===== src/rtl/mult_share_ctrl_pkg.sv =====
// Shared types and constants for the multiplier-sharing controller.
// The controller, its arbiter and its bus interface all import this package.
package mult_share_pkg;

  typedef enum logic [1:0] {
    IDLE = 2'd0,
    CALC = 2'd1,
    RESP = 2'd2
  } state_t;

  // Bits needed to hold an index in 0..n-1, never less than one bit.
  function automatic int clog2(input int n);
    int r;
    r = 1;
    for (int i = 1; i < 31; i++) begin
      if ((1 << i) < n) r = i + 1;
    end
    return r;
  endfunction

endpackage


===== src/rtl/mult_share_ctrl_if.sv =====
// Requester, multiplier and response signals of mult_share_ctrl in one bundle.
// valid/ready: a transfer happens on a rising clk edge where valid and ready are both high;
// the source holds valid and its payload stable until that edge and never waits on ready to raise valid.
interface mult_share_ctrl_if #(
  parameter int N_REQ         = 4,
  parameter int A0_WIDTH      = 32,
  parameter int A1_WIDTH      = 32,
  parameter int PRODUCT_WIDTH = 64
);
  import mult_share_pkg::*;

  localparam int ID_WIDTH = clog2(N_REQ);

  logic [N_REQ-1:0]          req_valid;
  logic [N_REQ-1:0]          req_ready;
  logic [N_REQ*A0_WIDTH-1:0] req_a0;
  logic [N_REQ*A1_WIDTH-1:0] req_a1;
  logic [A0_WIDTH-1:0]       mul_a0;
  logic [A1_WIDTH-1:0]       mul_a1;
  logic [PRODUCT_WIDTH-1:0]  mul_product;
  logic                      rsp_valid;
  logic                      rsp_ready;
  logic [ID_WIDTH-1:0]       rsp_id;
  logic [PRODUCT_WIDTH-1:0]  rsp_product;
  logic                      busy;

  // Controller side.
  modport slave (
    input  req_valid, req_a0, req_a1, mul_product, rsp_ready,
    output req_ready, mul_a0, mul_a1, rsp_valid, rsp_id, rsp_product, busy
  );

  // Requesters, multiplier and response consumer side.
  modport master (
    output req_valid, req_a0, req_a1, mul_product, rsp_ready,
    input  req_ready, mul_a0, mul_a1, rsp_valid, rsp_id, rsp_product, busy
  );

endinterface


===== src/rtl/mult_share_ctrl_rr_arbiter.sv =====
// Combinational round-robin arbiter: first requester at or after ptr, wrapping at N_REQ.
// Candidates are reduced mod N_REQ, so unused ids of a non-power-of-2 N_REQ never appear.
module rr_arbiter
  import mult_share_pkg::*;
#(
  parameter int N_REQ    = 4,
  parameter int ID_WIDTH = clog2(N_REQ)
) (
  input  logic [N_REQ-1:0]    req,
  input  logic [ID_WIDTH-1:0] ptr,
  output logic [N_REQ-1:0]    grant,
  output logic [ID_WIDTH-1:0] idx,
  output logic                any_req
);

  always_comb begin
    int                  c;
    logic [ID_WIDTH-1:0] cand;
    grant   = '0;
    idx     = '0;
    any_req = 1'b0;
    c       = 0;
    cand    = '0;
    for (int k = 0; k < N_REQ; k++) begin
      c = int'(ptr) + k;
      if (c >= N_REQ) c = c - N_REQ;
      cand = ID_WIDTH'(c);
      if (!any_req && req[cand]) begin
        any_req     = 1'b1;
        idx         = cand;
        grant[cand] = 1'b1;
      end
    end
  end

endmodule


===== src/rtl/mult_share_ctrl.sv =====
// Time-shares one external multiplier among N_REQ requesters: round-robin grant,
// operands held for MUL_LAT cycles, product returned tagged with the requester id.
module mult_share_ctrl
  import mult_share_pkg::*;
#(
  parameter int N_REQ         = 4,
  parameter int A0_WIDTH      = 32,
  parameter int A1_WIDTH      = 32,
  parameter int PRODUCT_WIDTH = 64,
  parameter int MUL_LAT       = 1
) (
  input  logic   clk,
  input  logic   rst_n,
  mult_share_ctrl_if.slave bus,
  output state_t state_dbg
);

  localparam int ID_WIDTH  = clog2(N_REQ);
  localparam int LAT_WIDTH = clog2(MUL_LAT + 1);

  state_t                   state;
  state_t                   state_next;
  logic [ID_WIDTH-1:0]      rr_ptr;
  logic [ID_WIDTH-1:0]      id_q;
  logic [LAT_WIDTH-1:0]     lat_cnt;
  logic [A0_WIDTH-1:0]      mul_a0_q;
  logic [A1_WIDTH-1:0]      mul_a1_q;
  logic                     rsp_valid_q;
  logic [ID_WIDTH-1:0]      rsp_id_q;
  logic [PRODUCT_WIDTH-1:0] rsp_product_q;

  logic [N_REQ-1:0]         arb_grant;
  logic [ID_WIDTH-1:0]      arb_idx;
  logic                     arb_any;
  logic [A0_WIDTH-1:0]      sel_a0;
  logic [A1_WIDTH-1:0]      sel_a1;
  logic                     accept;
  logic                     calc_done;
  logic                     rsp_done;

  rr_arbiter #(
    .N_REQ    (N_REQ),
    .ID_WIDTH (ID_WIDTH)
  ) u_arb (
    .req     (bus.req_valid),
    .ptr     (rr_ptr),
    .grant   (arb_grant),
    .idx     (arb_idx),
    .any_req (arb_any)
  );

  always_comb begin
    sel_a0 = bus.req_a0[int'(arb_idx)*A0_WIDTH +: A0_WIDTH];
    sel_a1 = bus.req_a1[int'(arb_idx)*A1_WIDTH +: A1_WIDTH];
  end

  assign accept    = (state == IDLE) && arb_any;
  assign calc_done = (state == CALC) && (lat_cnt == LAT_WIDTH'(1));
  assign rsp_done  = (state == RESP) && bus.rsp_ready;

  always_ff @(posedge clk or negedge rst_n) begin
    if (!rst_n) state <= IDLE;
    else        state <= state_next;
  end

  always_comb begin
    state_next = state;
    case (state)
      IDLE:    if (arb_any)        state_next = CALC;
      CALC:    if (calc_done)      state_next = RESP;
      RESP:    if (bus.rsp_ready)  state_next = IDLE;
      default:                     state_next = IDLE;
    endcase
  end

  // Operands are latched on the accept edge and stay frozen until the next accept,
  // which is what lets a multi-cycle multiplier see stable inputs for all of CALC.
  always_ff @(posedge clk or negedge rst_n) begin
    if (!rst_n) begin
      mul_a0_q <= '0;
      mul_a1_q <= '0;
      id_q     <= '0;
      lat_cnt  <= '0;
    end else if (accept) begin
      mul_a0_q <= sel_a0;
      mul_a1_q <= sel_a1;
      id_q     <= arb_idx;
      lat_cnt  <= LAT_WIDTH'(MUL_LAT);
    end else if (state == CALC) begin
      lat_cnt  <= lat_cnt - LAT_WIDTH'(1);
    end
  end

  always_ff @(posedge clk or negedge rst_n) begin
    if (!rst_n) begin
      rsp_valid_q   <= 1'b0;
      rsp_id_q      <= '0;
      rsp_product_q <= '0;
    end else if (calc_done) begin
      rsp_valid_q   <= 1'b1;
      rsp_id_q      <= id_q;
      rsp_product_q <= bus.mul_product;
    end else if (rsp_done) begin
      rsp_valid_q   <= 1'b0;
    end
  end

  // The pointer moves only once the response is taken, so an op lost to reset
  // does not count as a grant.
  always_ff @(posedge clk or negedge rst_n) begin
    if (!rst_n) begin
      rr_ptr <= '0;
    end else if (rsp_done) begin
      if (id_q == ID_WIDTH'(N_REQ - 1)) rr_ptr <= '0;
      else                              rr_ptr <= id_q + ID_WIDTH'(1);
    end
  end

  assign bus.req_ready   = (state == IDLE) ? arb_grant : '0;
  assign bus.mul_a0      = mul_a0_q;
  assign bus.mul_a1      = mul_a1_q;
  assign bus.rsp_valid   = rsp_valid_q;
  assign bus.rsp_id      = rsp_id_q;
  assign bus.rsp_product = rsp_product_q;
  assign bus.busy        = (state != IDLE);
  assign state_dbg       = state;

endmodule


===== src/flat_wrapper.sv =====
// flat-port wrapper written by rule: the top's interface ports become plain ports
module mult_share_ctrl_flat import mult_share_pkg::*;
#(
  parameter int N_REQ         = 4,
  parameter int A0_WIDTH      = 32,
  parameter int A1_WIDTH      = 32,
  parameter int PRODUCT_WIDTH = 64,
  parameter int MUL_LAT       = 1
)
  (clk, rst_n, state_dbg, bus_req_valid, bus_req_a0, bus_req_a1, bus_mul_product, bus_rsp_ready, bus_req_ready, bus_mul_a0, bus_mul_a1, bus_rsp_valid, bus_rsp_id, bus_rsp_product, bus_busy);
  mult_share_ctrl_if #(.N_REQ(N_REQ), .A0_WIDTH(A0_WIDTH), .A1_WIDTH(A1_WIDTH), .PRODUCT_WIDTH(PRODUCT_WIDTH)) bus_i ();
  input  logic clk;
  input  logic rst_n;
  output state_t state_dbg;
  input wire logic [$bits(bus_i.req_valid)-1:0] bus_req_valid;
  input wire logic [$bits(bus_i.req_a0)-1:0] bus_req_a0;
  input wire logic [$bits(bus_i.req_a1)-1:0] bus_req_a1;
  input wire logic [$bits(bus_i.mul_product)-1:0] bus_mul_product;
  input wire logic [$bits(bus_i.rsp_ready)-1:0] bus_rsp_ready;
  output wire logic [$bits(bus_i.req_ready)-1:0] bus_req_ready;
  output wire logic [$bits(bus_i.mul_a0)-1:0] bus_mul_a0;
  output wire logic [$bits(bus_i.mul_a1)-1:0] bus_mul_a1;
  output wire logic [$bits(bus_i.rsp_valid)-1:0] bus_rsp_valid;
  output wire logic [$bits(bus_i.rsp_id)-1:0] bus_rsp_id;
  output wire logic [$bits(bus_i.rsp_product)-1:0] bus_rsp_product;
  output wire logic [$bits(bus_i.busy)-1:0] bus_busy;
  assign bus_i.req_valid = bus_req_valid;
  assign bus_i.req_a0 = bus_req_a0;
  assign bus_i.req_a1 = bus_req_a1;
  assign bus_i.mul_product = bus_mul_product;
  assign bus_i.rsp_ready = bus_rsp_ready;
  assign bus_req_ready = bus_i.req_ready;
  assign bus_mul_a0 = bus_i.mul_a0;
  assign bus_mul_a1 = bus_i.mul_a1;
  assign bus_rsp_valid = bus_i.rsp_valid;
  assign bus_rsp_id = bus_i.rsp_id;
  assign bus_rsp_product = bus_i.rsp_product;
  assign bus_busy = bus_i.busy;
  mult_share_ctrl #(.N_REQ(N_REQ), .A0_WIDTH(A0_WIDTH), .A1_WIDTH(A1_WIDTH), .PRODUCT_WIDTH(PRODUCT_WIDTH), .MUL_LAT(MUL_LAT)) u_core (.clk(clk), .rst_n(rst_n), .bus(bus_i), .state_dbg(state_dbg));
endmodule

===== config.mk =====
export PLATFORM = sky130hd
export DESIGN_NAME = mult_share_ctrl_flat
export DESIGN_NICKNAME = d
export VERILOG_FILES = /design/src/rtl/mult_share_ctrl_pkg.sv /design/src/rtl/mult_share_ctrl_if.sv /design/src/rtl/mult_share_ctrl_rr_arbiter.sv /design/src/rtl/mult_share_ctrl.sv /design/src/flat_wrapper.sv
export SDC_FILE = /design/constraint.sdc
export NUM_CORES = 1
export LEC_CHECK = 0
export CAP_MARGIN = 15
export CELL_PAD_IN_SITES_DETAIL_PLACEMENT = 0
export CELL_PAD_IN_SITES_GLOBAL_PLACEMENT = 1
export CORE_AREA = 2 2 178 180
export CTS_CLUSTER_SIZE = 24
export DETAILED_ROUTE_END_ITERATION = 12
export DIE_AREA = 0 0 180 182
export GPL_ROUTABILITY_DRIVEN = 0
export GPL_TIMING_DRIVEN = 0
export PLACE_DENSITY = 0.8
export SLEW_MARGIN = 0
export SYNTH_ARGS = -nofsm -noshare
export SYNTH_HDL_FRONTEND = slang
export SYNTH_SLANG_ARGS = --single-unit

===== constraint.sdc =====
create_clock -name clk -period 3.2 [get_ports clk]
set_input_delay 0.8 -clock clk [delete_from_list [all_inputs] [get_ports clk]]
set_output_delay 0.8 -clock clk [all_outputs]
set_load 0.02 [all_outputs]

==> results of run 1 <==
## timing repair
action / in CTS / in global routing
hold buffers: 0 / 0
gates cloned: 0 / 0
pin swaps: 4 / 5
buffers inserted: 8 / 2
endpoints found under the setup margin: 69 / 13
gates resized for setup: 42 / 8
## per-layer routing
| metal | routed length [um] | share of wire | up-vias |
|---|---|---|---|
| met5 | 0 | 0 | - |
| met4 | 529 | 0.018 | 0 |
| met3 | 2740 | 0.091 | 24 |
| met2 | 14800 | 0.49 | 335 |
| met1 | 12100 | 0.40 | 3320 |
| li1 | - | - | 3191 |
## through the flow
stage          instance area, um2   util  TNS [ns]  setup slack (ns)  cells
6_report                    13300  0.428  -0.00360          -0.00360   1496
4_1_cts                     13200  0.426         0           0.00305   1494
3_3_place_gp                12500  0.402   -689.08             -4.83   1454
3_5_place_dp                12500  0.403    -24.49            -0.738   1455
2_1_floorplan                7320      -         0           0.00971    590
5_1_grt                     13300  0.428    -0.408            -0.118   1496
## logic make-up (layout without fill, tap and decap cells)
group	Yosys count	count (layout)
adder cells (fa/ha/maj)	9	9
AO/OA/AOI/OAI	89	89
multiplexers	202	202
XOR/XNOR	1	1
buffers and inverters	54	558
AND/OR/NAND/NOR	97	97
flip-flops	138	138
## layout make-up
| type | count | area share |
|---|---|---|
| plain buffers | 49 | 0.0321 |
| clock buffers | 18 | 0.0324 |
| clock inverters | 14 | 0.0140 |
| inverters | 4 | 0.00208 |
| multi-input cells | 398 | 0.265 |
| flip-flops and latches | 138 | 0.261 |
| well taps | 402 | 0.0379 |
| repair buffers | 473 | 0.356 |
## worst max-delay path, cell delays in order
cell             delay (ns)
clkdlybuf4s15_2        0.23
mux4_2                 0.60
nor2b_4                0.22
a22oi_1                0.09
nor2_1                 0.14
a221oi_2               0.05
nor2_1                 0.11
buf_4                  0.15
## layout by cell type (no fill, tap or decap), types with 3 or more instances in the layout
cell type / count
a21oi_1: 3
a221oi_2: 3
a22oi_2: 3
buf_1: 5
buf_12: 11
buf_2: 11
buf_4: 13
buf_6: 4
bufinv_16: 3
clkbuf_1: 17
clkbuf_16: 17
clkdlybuf4s50_1: 455
dfrtp_1: 137
ha_1: 8
inv_6: 5
inv_8: 3
mux2_2: 68
mux2i_1: 131
nand2_1: 72
nor2_1: 12
o21ai_0: 4
o221ai_1: 59
o221ai_2: 5
## path summary, 6_finish.rpt
kind,from,end,slack [ns],cells after the start
worst min register to register,u_core.bus.mul_a0[13],u_core.bus.mul_a0[13],0.48,2
min in group clk,u_core.bus.mul_a0[13],u_core.bus.mul_a0[13],0.48,2
worst max register to register,u_core.rr_ptr[1],u_core.bus.mul_a0[27],0.25,12
max in group asynchronous,rst_n,u_core.bus.mul_a0[5],2.02,2
worst min-delay path,rst_n,u_core.bus.rsp_product[5],0.35,1
worst max-delay path,bus_req_valid[2],bus_req_ready[3],-0.004,8
## registers in the layout, summed over array words and instances, names as in the netlist
signal,cells
u_core.id_q,2
u_core.lat_cnt,1
u_core.bus.rsp_valid,1
u_core.bus.mul_a0,32
u_core.state_dbg,2
u_core.bus.mul_a1,32
u_core.bus.rsp_product,64
u_core.rr_ptr,2
u_core.bus.rsp_id,2
## power groups by stage
stage	combinational, W	clock, W	sequential [W]
detailed placement	0.00853	0	0.00320
CTS	0.00875	0.00220	0.00316
global route	0.00929	0.00227	0.00327
global placement	0.00847	0	0.00316
finish	0.00866	0.00214	0.00315
floorplan	0.00399	0	0.00417
==> metrics, run 1 <==
largest net degree at the start of global routing=80; Post-Route WL=between 30000 and 40000 um; share of the synthesized area in the top cell type=0.471; Slew Viols, Final=0; clk sinks=between 100 and 150; Routed wire per std cell=approximately 20 um; failing checks=setup timing; Finish-stage setup viols=1; clk slew on worst S/H paths=around 0.070 ns; register area=~3500 um2; Rows=65; H-tree Lvls=4; Syn Nets=926; startpoint types=input pin; diode count=0; initial antenna violation count=0; Die Area=32800 um2; P&R area growth vs syn=81.0%; worst min path class=input pin to asynchronous set/reset pin; EDFF count, synth=0; met2 usage=0.309; CTS tree=built; multi-input gate area in the final layout=about 3500 um2; largest buffer count on any clock path=2; Max Cap Viol=0; Vias/cell=~4.6; CP Max Fanout=8; sequential share of the synthesized area=0.471; Initial Utilization=0.236; final critical-path share of the clock period=1.00; clk_lat worst skew=about 0.43 ns; Mapped Cells=590; Max Freq=312 MHz; PnR worst setup slack=-0.00360 ns; P_leak=between 5 and 6 nW; share of cells above drive strength 1=0.154; Worst Path Required=between 2 and 2.5 ns; clk root buf=clkbuf_16; main area contributors after synthesis=dfrtp_1 (47%), mux2i_1 (18%), mux2_2 (10%); Logic pwr share=0.621; VDD IR max=~0.65 mV; outcome=complete, but fails checks; dpl hpwl=roughly 23000 um; grt met3 use=0.0670; commonest cells in the netlist=dfrtp_1 (138), mux2i_1 (132), nand2_1 (72); Top FF cell, synth=dfrtp_1; Synth Area in Adders=0.0154; CTS buffer count=17; critical path class=input pin to output port; slew margin rel.=0.295; synthesized cell area=roughly 7300 um2; Most Crowded Layer GR=met2; Switching Fraction=0.412; most common cell in the netlist=dfrtp_1; PortBufs=around 460; GRT overflow=0; Mean Syn Cell Area=about 12 um2; ANT nets after route=0; Net Switching=~0.0057 W; Global Route met1 Usage=0.218; #FFs+latches synth=138; register share of total power=0.226; Die Ht=around 180 um; Pwr per Cell Area=between 1000 and 1500 nW/um2; xor/xnor share of the synthesized area=0.00120; Synth Area in Simple Gates=0.0555; drt pass-1 iters=4; WHS=approximately 0.35 ns; global-route wire length before repair=between 40000 and 50000 um; Hold Fails Final Rpt=0; Power Total=between 0.01 and 0.015 W; Layout Skew=between 0.009 and 0.01 ns; total core area=a little over 30000 um2; main combinational cell family by area after synthesis=multiplexers; via count of the first global-routing pass=7501; Compound-Gate Fraction of Synth Area=0.106; detailed router's first-iteration violation count=293; Setup crit end kind=output port; post-synth top area cell=dfrtp_1; mux contribution to synthesized area=0.291; nets=1417; CP arrival=between 2 and 2.5 ns; Yosys Warn Count=0; GRT Overall Usage=0.183; Netlist cell types=39; shortest period the worst path allows=3.20 ns; RSZ-0062 raised after global routing=true; Post-synth ARST share=1.00; Internal=around 0.008 W; Clk pwr share=0.153; Die X=around 180 um; Worst Tran Pin Value=approximately 1.1 ns; number of I/O pins=465; Vias=just under 7000; drc violations=0; fill cell count=3022
Power figures use the tool's default switching activity.
==> run 2, diff against run 1 <==
CELL_PAD_IN_SITES_DETAIL_PLACEMENT = default   (was 0)
CELL_PAD_IN_SITES_GLOBAL_PLACEMENT = default   (was 1)
CORE_AREA = 2 2 182 184   (was 2 2 178 180)
DIE_AREA = 0 0 184 186   (was 0 0 180 182)
PLACE_DENSITY = 0.62   (was 0.8)
==> metrics, run 2 (synthesis gave the netlist of run 1 again) <==
Layout Skew=between 0.01 and 0.015 ns; dpl hpwl=24000 um; Routed wire per std cell=20.5 um; most common cell after layout, fill and taps aside=clkdlybuf4s50_1; Post-Route WL=a little over 30000 um; max FFs per register=between 60 and 70; shortest period the worst path allows=~3.2 ns; drc violations=0; CTS tree=built; total core area=~32000 um2; P_leak=approximately 5.4 nW; Worst Tran Pin Value=roughly 1.2 ns; register share of total power=0.228; CTS Hold Bufs=0; GRT overflow=0; ANT nets after route=0; P&R area growth vs syn=80.9%; Internal=around 0.008 W; slew margin rel.=0.219; largest net degree at the start of global routing=between 70 and 80; outcome=finished, final reports clean; Logic pwr share=0.622; critical path class=input pin to output port; most frequent cells in the layout=clkdlybuf4s50_1 (455), dfrtp_1 (137), mux2i_1 (131); nets=roughly 1400; global-route wire length before repair=between 40000 and 50000 um; GRT Overall Usage=0.176; number of I/O pins=465; initial antenna violation count=1; CP arrival=2.39 ns; Setup crit end kind=output port; Vias=6835; Pwr per Cell Area=roughly 1100 nW/um2; Die Area=roughly 34000 um2; clk sinks=138; Vias/cell=between 4 and 5; startpoint types=input pin; Die Ht=between 150 and 200 um; final critical-path share of the clock period=0.998; Power Total=~0.014 W; drt pass-1 iters=4; clk slew on worst S/H paths=0.07 ns; share of cells above drive strength 1=0.152; Finish-stage setup viols=0; clk_lat worst skew=approximately 0.42 ns; largest buffer count on any clock path=2; detailed router's first-iteration violation count=between 150 and 200; clk root buf=clkbuf_16; Max Freq=between 300 and 400 MHz; final cell count without fillers=between 1500 and 2000; Rows=66; CTS buffer count=17; PortBufs=roughly 460; Slew Viols, Final=0; worst min path class=input pin to asynchronous set/reset pin; H-tree Lvls=4; final core area utilization=0.411; via count of the first global-routing pass=7404; Clk pwr share=0.151; Switching Fraction=0.412; VDD IR max=just under 0.6 mV; Net Switching=between 0.005 and 0.006 W; CP Max Fanout=8; Die X=about 180 um; FF-to-FF path depth=9; post-route setup TNS=0 ns; Initial Utilization=0.227; placed cell count=~1500; Max Cap Viol=0; Worst Path Required=approximately 2.4 ns; WHS=roughly 0.39 ns; RSZ-0062 raised after global routing=true; Hold Fails Final Rpt=0; fill cell count=about 3200
[run 2: changes by cell type in the layout (fill, tap and decap cells not counted), sizes merged]
cell	delta
buf	-1
clkbuf	+2
inv	-4
clkinv	+3
diode	+1
[run 2: power groups by stage]
stage | sequential (W) | clock (W) | combinational (W)
final | 0.00317 | 0.00209 | 0.00866
after global routing | 0.00328 | 0.00223 | 0.00927
after CTS | 0.00317 | 0.00216 | 0.00871
after detailed placement | 0.00320 | 0 | 0.00856
after global placement | 0.00317 | 0 | 0.00848
after floorplan | 0.00417 | 0 | 0.00399
[run 2: path summary, 6_finish.rpt]
kind / start / endpoint / slack (ns)
setup / recovery: bus_req_valid[2] / bus_req_ready[3] / 0.007
hold / removal: rst_n / u_core.bus.rsp_product[2] / 0.39
setup reg to reg: u_core.rr_ptr[0] / u_core.bus.mul_a0[21] / 0.20
hold reg to reg: u_core.bus.mul_a0[26] / u_core.bus.mul_a0[26] / 0.49
max in group asynchronous: rst_n / u_core.bus.mul_a0[11] / 1.97
min in group clk: u_core.bus.mul_a0[26] / u_core.bus.mul_a0[26] / 0.49
[run 2: timing repair]
action | CTS | global route
buffers inserted | 4 | 6
setup endpoints to repair | 71 | 7
resized for setup | 39 | 10
pin swaps | 3 | 1
[run 2: area by class of cell]
cell class | count | area, um2 | area share
timing repair buffer | 473 | 4720 | 0.356
sequential | 138 | 3450 | 0.261
buffer | 49 | 428 | 0.0323
antenna | 1 | 2.50 | 0.000189
inverter | 4 | 30.0 | 0.00227
tap | 408 | 510 | 0.0385
clock inverter | 13 | 168 | 0.0127
clock buffer | 19 | 433 | 0.0327
multi-input combinational | 398 | 3500 | 0.264
[run 2: worst max-delay path: stages]
cell and delay (ns):
clkdlybuf4s15_2 0.24, mux4_2 0.60, nor2b_4 0.22, a22oi_1 0.08, nor2_1 0.13, a221oi_2 0.05, nor2_1 0.11, buf_4 0.15
[run 2: layer usage]
layer | share of wire | wire [um] | track usage
met5 | 0 | 0 | 0
met3 | 0.10 | 3070 | 0.0673
met2 | 0.51 | 15600 | 0.320
met4 | 0.0071 | 220 | 0.0355
met1 | 0.39 | 11900 | 0.196
[run 2: per-stage QoR]
stage | instance area, um2 | worst slack [ns]
after floorplan | 7320 | 0.00971
after global placement | 12500 | -4.81
after detailed placement | 12500 | -0.756
after CTS | 13200 | -0.00817
after global routing | 13200 | -0.0908
final | 13300 | 0.00688
==> run 3, diff against run 2 <==
GPL_ROUTABILITY_DRIVEN = 1   (was 0)
==> results of run 3 <==
No change in the layout: final DEF, timing and power equal those of run 2.
==> RTL edit 1: new RTL, flow settings as in run 1 <==
`PRODUCT_WIDTH` is set to 64 in 3 places; all go to 56.
--- a/src/rtl/mult_share_ctrl_if.sv
+++ b/src/rtl/mult_share_ctrl_if.sv
@@ -5,7 +5,7 @@
   parameter int N_REQ         = 4,
   parameter int A0_WIDTH      = 32,
   parameter int A1_WIDTH      = 32,
-  parameter int PRODUCT_WIDTH = 64
+  parameter int PRODUCT_WIDTH = 56
 );
   import mult_share_pkg::*;
 
--- a/src/rtl/mult_share_ctrl.sv
+++ b/src/rtl/mult_share_ctrl.sv
@@ -6,7 +6,7 @@
   parameter int N_REQ         = 4,
   parameter int A0_WIDTH      = 32,
   parameter int A1_WIDTH      = 32,
-  parameter int PRODUCT_WIDTH = 64,
+  parameter int PRODUCT_WIDTH = 56,
   parameter int MUL_LAT       = 1
 ) (
   input  logic   clk,
--- a/src/flat_wrapper.sv
+++ b/src/flat_wrapper.sv
@@ -4,7 +4,7 @@
   parameter int N_REQ         = 4,
   parameter int A0_WIDTH      = 32,
   parameter int A1_WIDTH      = 32,
-  parameter int PRODUCT_WIDTH = 64,
+  parameter int PRODUCT_WIDTH = 56,
   parameter int MUL_LAT       = 1
 )
   (clk, rst_n, state_dbg, bus_req_valid, bus_req_a0, bus_req_a1, bus_mul_product, bus_rsp_ready, bus_req_ready, bus_mul_a0, bus_mul_a1, bus_rsp_valid, bus_rsp_id, bus_rsp_product, bus_busy);
Interface: changed (resized bus_mul_product and bus_rsp_product); port bits go from 465 to 449. The function was not compared with the original's and may differ.
==> RTL edit 1 against run 1 <==
The run still ends with negative setup slack left. Sequential cell count decreased by 8. Worst setup slack got worse by 0.12 ns. Power increased by 11%. Combinational power increased by 22%. Via count increased by 32%. Cell area increased by 10%. Global-route usage increased by 3.9 points. Sequential share of layout area decreased by 3.8 points. Area after synthesis increased by 13%. Die area unchanged. Wire length increased by 26%. Clock power decreased by 10%. Critical path type is now reg2out. Largest cell class unchanged.
==> RTL edit 1: results (changes against run 1) <==
| Metric | Value |
|---|---|
| Setup crit start kind | flip-flop |
| Met2 usage | 0.3859 (+0.07663) |
| Initial antenna violation count | 2 (+2) |
| Slowest stage delay, CP | 0.39 ns (-0.21 ns) |
| Mean routed wirelength per cell | 21.73 um (+8.0%) |
| Critical R2R Capture | u_core.bus.mul_a0[20] |
| Syn Area/Cell | 9.942 um^2 (-20%) |
| Seq/Total Area, Yosys | 0.3938 (-0.07771) |
| Compound-Gate Fraction of Synth Area | 0.3100 (+0.2038) |
| DP Wirelength | 29040 um (+25%) |
| # setup viols final | 4 (+3) |
| Cell Count Post-Placement | 1681 (+16%) |
| Quantity of I/O buffers inserted on ports | 447 (-3.2%) |
| Status | finished with violations |
| Adder-cell area share of the yosys netlist | 0.01363 (-0.001744) |
| Met3 WL | 2328 um (-15%) |
| Post-Syn Area | 0.008262 mm^2 (+13%) |
| Post-route setup TNS | -0.4254 ns (-0.4218 ns) |
| First-pass GRT wire length | 56260 um (+23%) |
| Routed length on met2 | 18940 um (+28%) |
| Failing checks | negative setup slack |
| Xor-xnor portion of the synthesized cell area | 0.001060 (-0.0001356) |
| Met3 usage | 0.05054 (-0.01645) |
| Final worst slack | -0.1197 ns (-0.1161 ns) |
| Distinct cells, synth | 48 (+23%) |
-- RTL edit 1: cell types whose count changed after synthesis, moves of 32 or more --
cell,change
inv_1,+32
o221ai_1,-59
a221oi_1,+58
a21oi_1,+42
a22oi_1,+32
nor2_1,+60
mux2i_1,-95
nand2_1,-64
clkbuf_1,+48
a211oi_1,+119
-- RTL edit 1: critical path, delay by kind of cell (launching register included) --
kind / cells / cell delay [ns]
adder cells (fa/ha/maj): 1 / 0.30
flip-flops: 1 / 0.38
AND/OR/NAND/NOR: 2 / 0.36
multiplexers: 1 / 0.39
AO/OA/AOI/OAI: 3 / 0.30
buffers and inverters: 3 / 0.36
-- RTL edit 1: worst min-delay path by stage --
stage                     slack, ns                    endpoint                        from  cells past startpoint
after floorplan                0.47              u_core.id_q[1]              u_core.id_q[1]                      2
after global routing           0.30  u_core.bus.rsp_product[51]                       rst_n                      1
after global placement         0.49  u_core.bus.rsp_product[42]  u_core.bus.rsp_product[42]                      1
after detailed placement       0.49  u_core.bus.rsp_product[33]  u_core.bus.rsp_product[33]                      1
final                          0.27  u_core.bus.rsp_product[51]                       rst_n                      1
after CTS                      0.28  u_core.bus.rsp_product[51]                       rst_n                      1
-- RTL edit 1: layout make-up --
class / count / area (um^2) / share of cell area
multi-input cells: 573 / 4910 / 0.3354
repair buffers: 475 / 4711 / 0.3219
flip-flops and latches: 130 / 3254 / 0.2223
plain buffers: 90 / 551.8 / 0.03770
well taps: 402 / 503.0 / 0.03436
clock buffers: 20 / 456.7 / 0.03120
inverters: 35 / 138.9 / 0.009489
clock inverters: 12 / 106.4 / 0.007266
diodes: 2 / 5.005 / 0.0003419
==> RTL edit 2: new RTL, settings of run 1 <==
Made on the original files. Reset style: synchronous (`rst_n`), changed in 4 clocked blocks.
--- a/src/rtl/mult_share_ctrl.sv
+++ b/src/rtl/mult_share_ctrl.sv
@@ -58,7 +58,7 @@
   assign calc_done = (state == CALC) && (lat_cnt == LAT_WIDTH'(1));
   assign rsp_done  = (state == RESP) && bus.rsp_ready;
 
-  always_ff @(posedge clk or negedge rst_n) begin
+  always_ff @(posedge clk) begin
     if (!rst_n) state <= IDLE;
     else        state <= state_next;
   end
@@ -75,7 +75,7 @@
 
   // Operands are latched on the accept edge and stay frozen until the next accept,
   // which is what lets a multi-cycle multiplier see stable inputs for all of CALC.
-  always_ff @(posedge clk or negedge rst_n) begin
+  always_ff @(posedge clk) begin
     if (!rst_n) begin
       mul_a0_q <= '0;
       mul_a1_q <= '0;
@@ -91,7 +91,7 @@
     end
   end
 
-  always_ff @(posedge clk or negedge rst_n) begin
+  always_ff @(posedge clk) begin
     if (!rst_n) begin
       rsp_valid_q   <= 1'b0;
       rsp_id_q      <= '0;
@@ -107,7 +107,7 @@
 
   // The pointer moves only once the response is taken, so an op lost to reset
   // does not count as a grant.
-  always_ff @(posedge clk or negedge rst_n) begin
+  always_ff @(posedge clk) begin
     if (!rst_n) begin
       rr_ptr <= '0;
     end else if (rsp_done) begin
Behaviour: differs if rst_n is asserted again (counterexample within 4 cycles, from zero or initial values and one cycle with rst_n low); with rst_n held inactive, the same outputs for 4 cycles.
==> RTL edit 2 against run 1 <==
Cell area increased by 1.7%. Global-route usage increased by 2.6 points. Synthesized cell count increased by 51%. First-iteration DRC count decreased by 2.4%. Worst setup slack improved by 0.013 ns. Sequential cell count unchanged. Fmax increased by 0.40%. Sequential share of layout area decreased by 5.5 points. Wire length increased by 18%. Register-to-register slack got worse by 0.07 ns. Count of clock-buffer cells in the layout unchanged. Area after synthesis increased by 2.1%. Largest cell class unchanged.
Power is not compared: it rests on default switching activity, and its combinational part moved more than twofold at a synthesized area within 25%.
==> RTL edit 2: results (changes against run 1) <==
| Metric | Value |
|---|---|
| Diode count | 1 (+1) |
| Sequential cell area share | 0.2056 (-0.05507) |
| Nonclk inv count | 6 (+2) |
| Worst setup endpoint | bus_req_ready[0] |
| Vias in the first global route | 9070 (+21%) |
| Worst hold slack | 0.4635 ns (+0.1162 ns) |
| Async SR Flop Fraction | 0 (-1.000) |
| Seq/Total Area, Yosys | 0.3693 (-0.1022) |
| Non-clk bufs | 554 (+6.1%) |
| Xor-xnor portion of the synthesized cell area | 0 (-0.001196) |
| Multi-input combinational area share | 0.3288 (+0.06389) |
| Number of DRC markers in iteration 0 | 286 (-2.4%) |
| Normalized max-slew margin | 0.4123 (+0.1170) |
| Post-CTS setup buffers | 13 (+5) |
| Routed length on met2 | 18010 um (+22%) |
| Compound-Gate Fraction of Synth Area | 0.2703 (+0.1640) |
| Met3 WL | 3177 um (+16%) |
| WL final | 35420 um (+18%) |
| First-pass GRT wire length | 52990 um (+16%) |
| Multi-input gates | 667 (+68%) |
| Global Route Usage Sum | 0.2087 (+0.02557) |
| Synth area leaders | dfxtp_1 37%, nand2_1 9.9%, mux2i_1 9.0% |
| Status | complete, no violations |
| Worst-path fanout max | 5 (-3) |
| Largest net degree at the start of global routing | 17 (-79%) |
| Setup Skew | 0.008918 ns (-0.0002700 ns) |
| Filler Cell Count | 3150 (+4.2%) |
| DP Wirelength | 27290 um (+17%) |
## RTL edit 2: cell types whose count changed in the layout (fill, tap and decap cells not counted), moves of 64 or more
cell / delta
dfrtp_1: -137
dfxtp_1: +136
mux2_2: -68
mux2i_1: -64
nand2_1: +126
a21boi_0: +67
## RTL edit 2: critical path, cell delays in order, from the launching register on
cell        delay [ns]
dfxtp_4           0.37
clkinvlp_4        0.11
ha_4              0.30
mux4_2            0.36
buf_12            0.17
a22oi_2           0.21
nor2_2            0.07
a221oi_4          0.19
nor2_2            0.05
buf_6             0.14
## RTL edit 2: stage by stage
step / instance area (um^2) / util / setup WS [ns]
after CTS: 13470 / 0.4348 / -0.1116
final: 13480 / 0.4349 / 0.009216
after floorplan: 7491 / - / 0.1002
after global placement: 12640 / 0.4079 / -0.8425
after global routing: 13480 / 0.4349 / -0.1073
after detailed placement: 12640 / 0.4079 / -0.8857
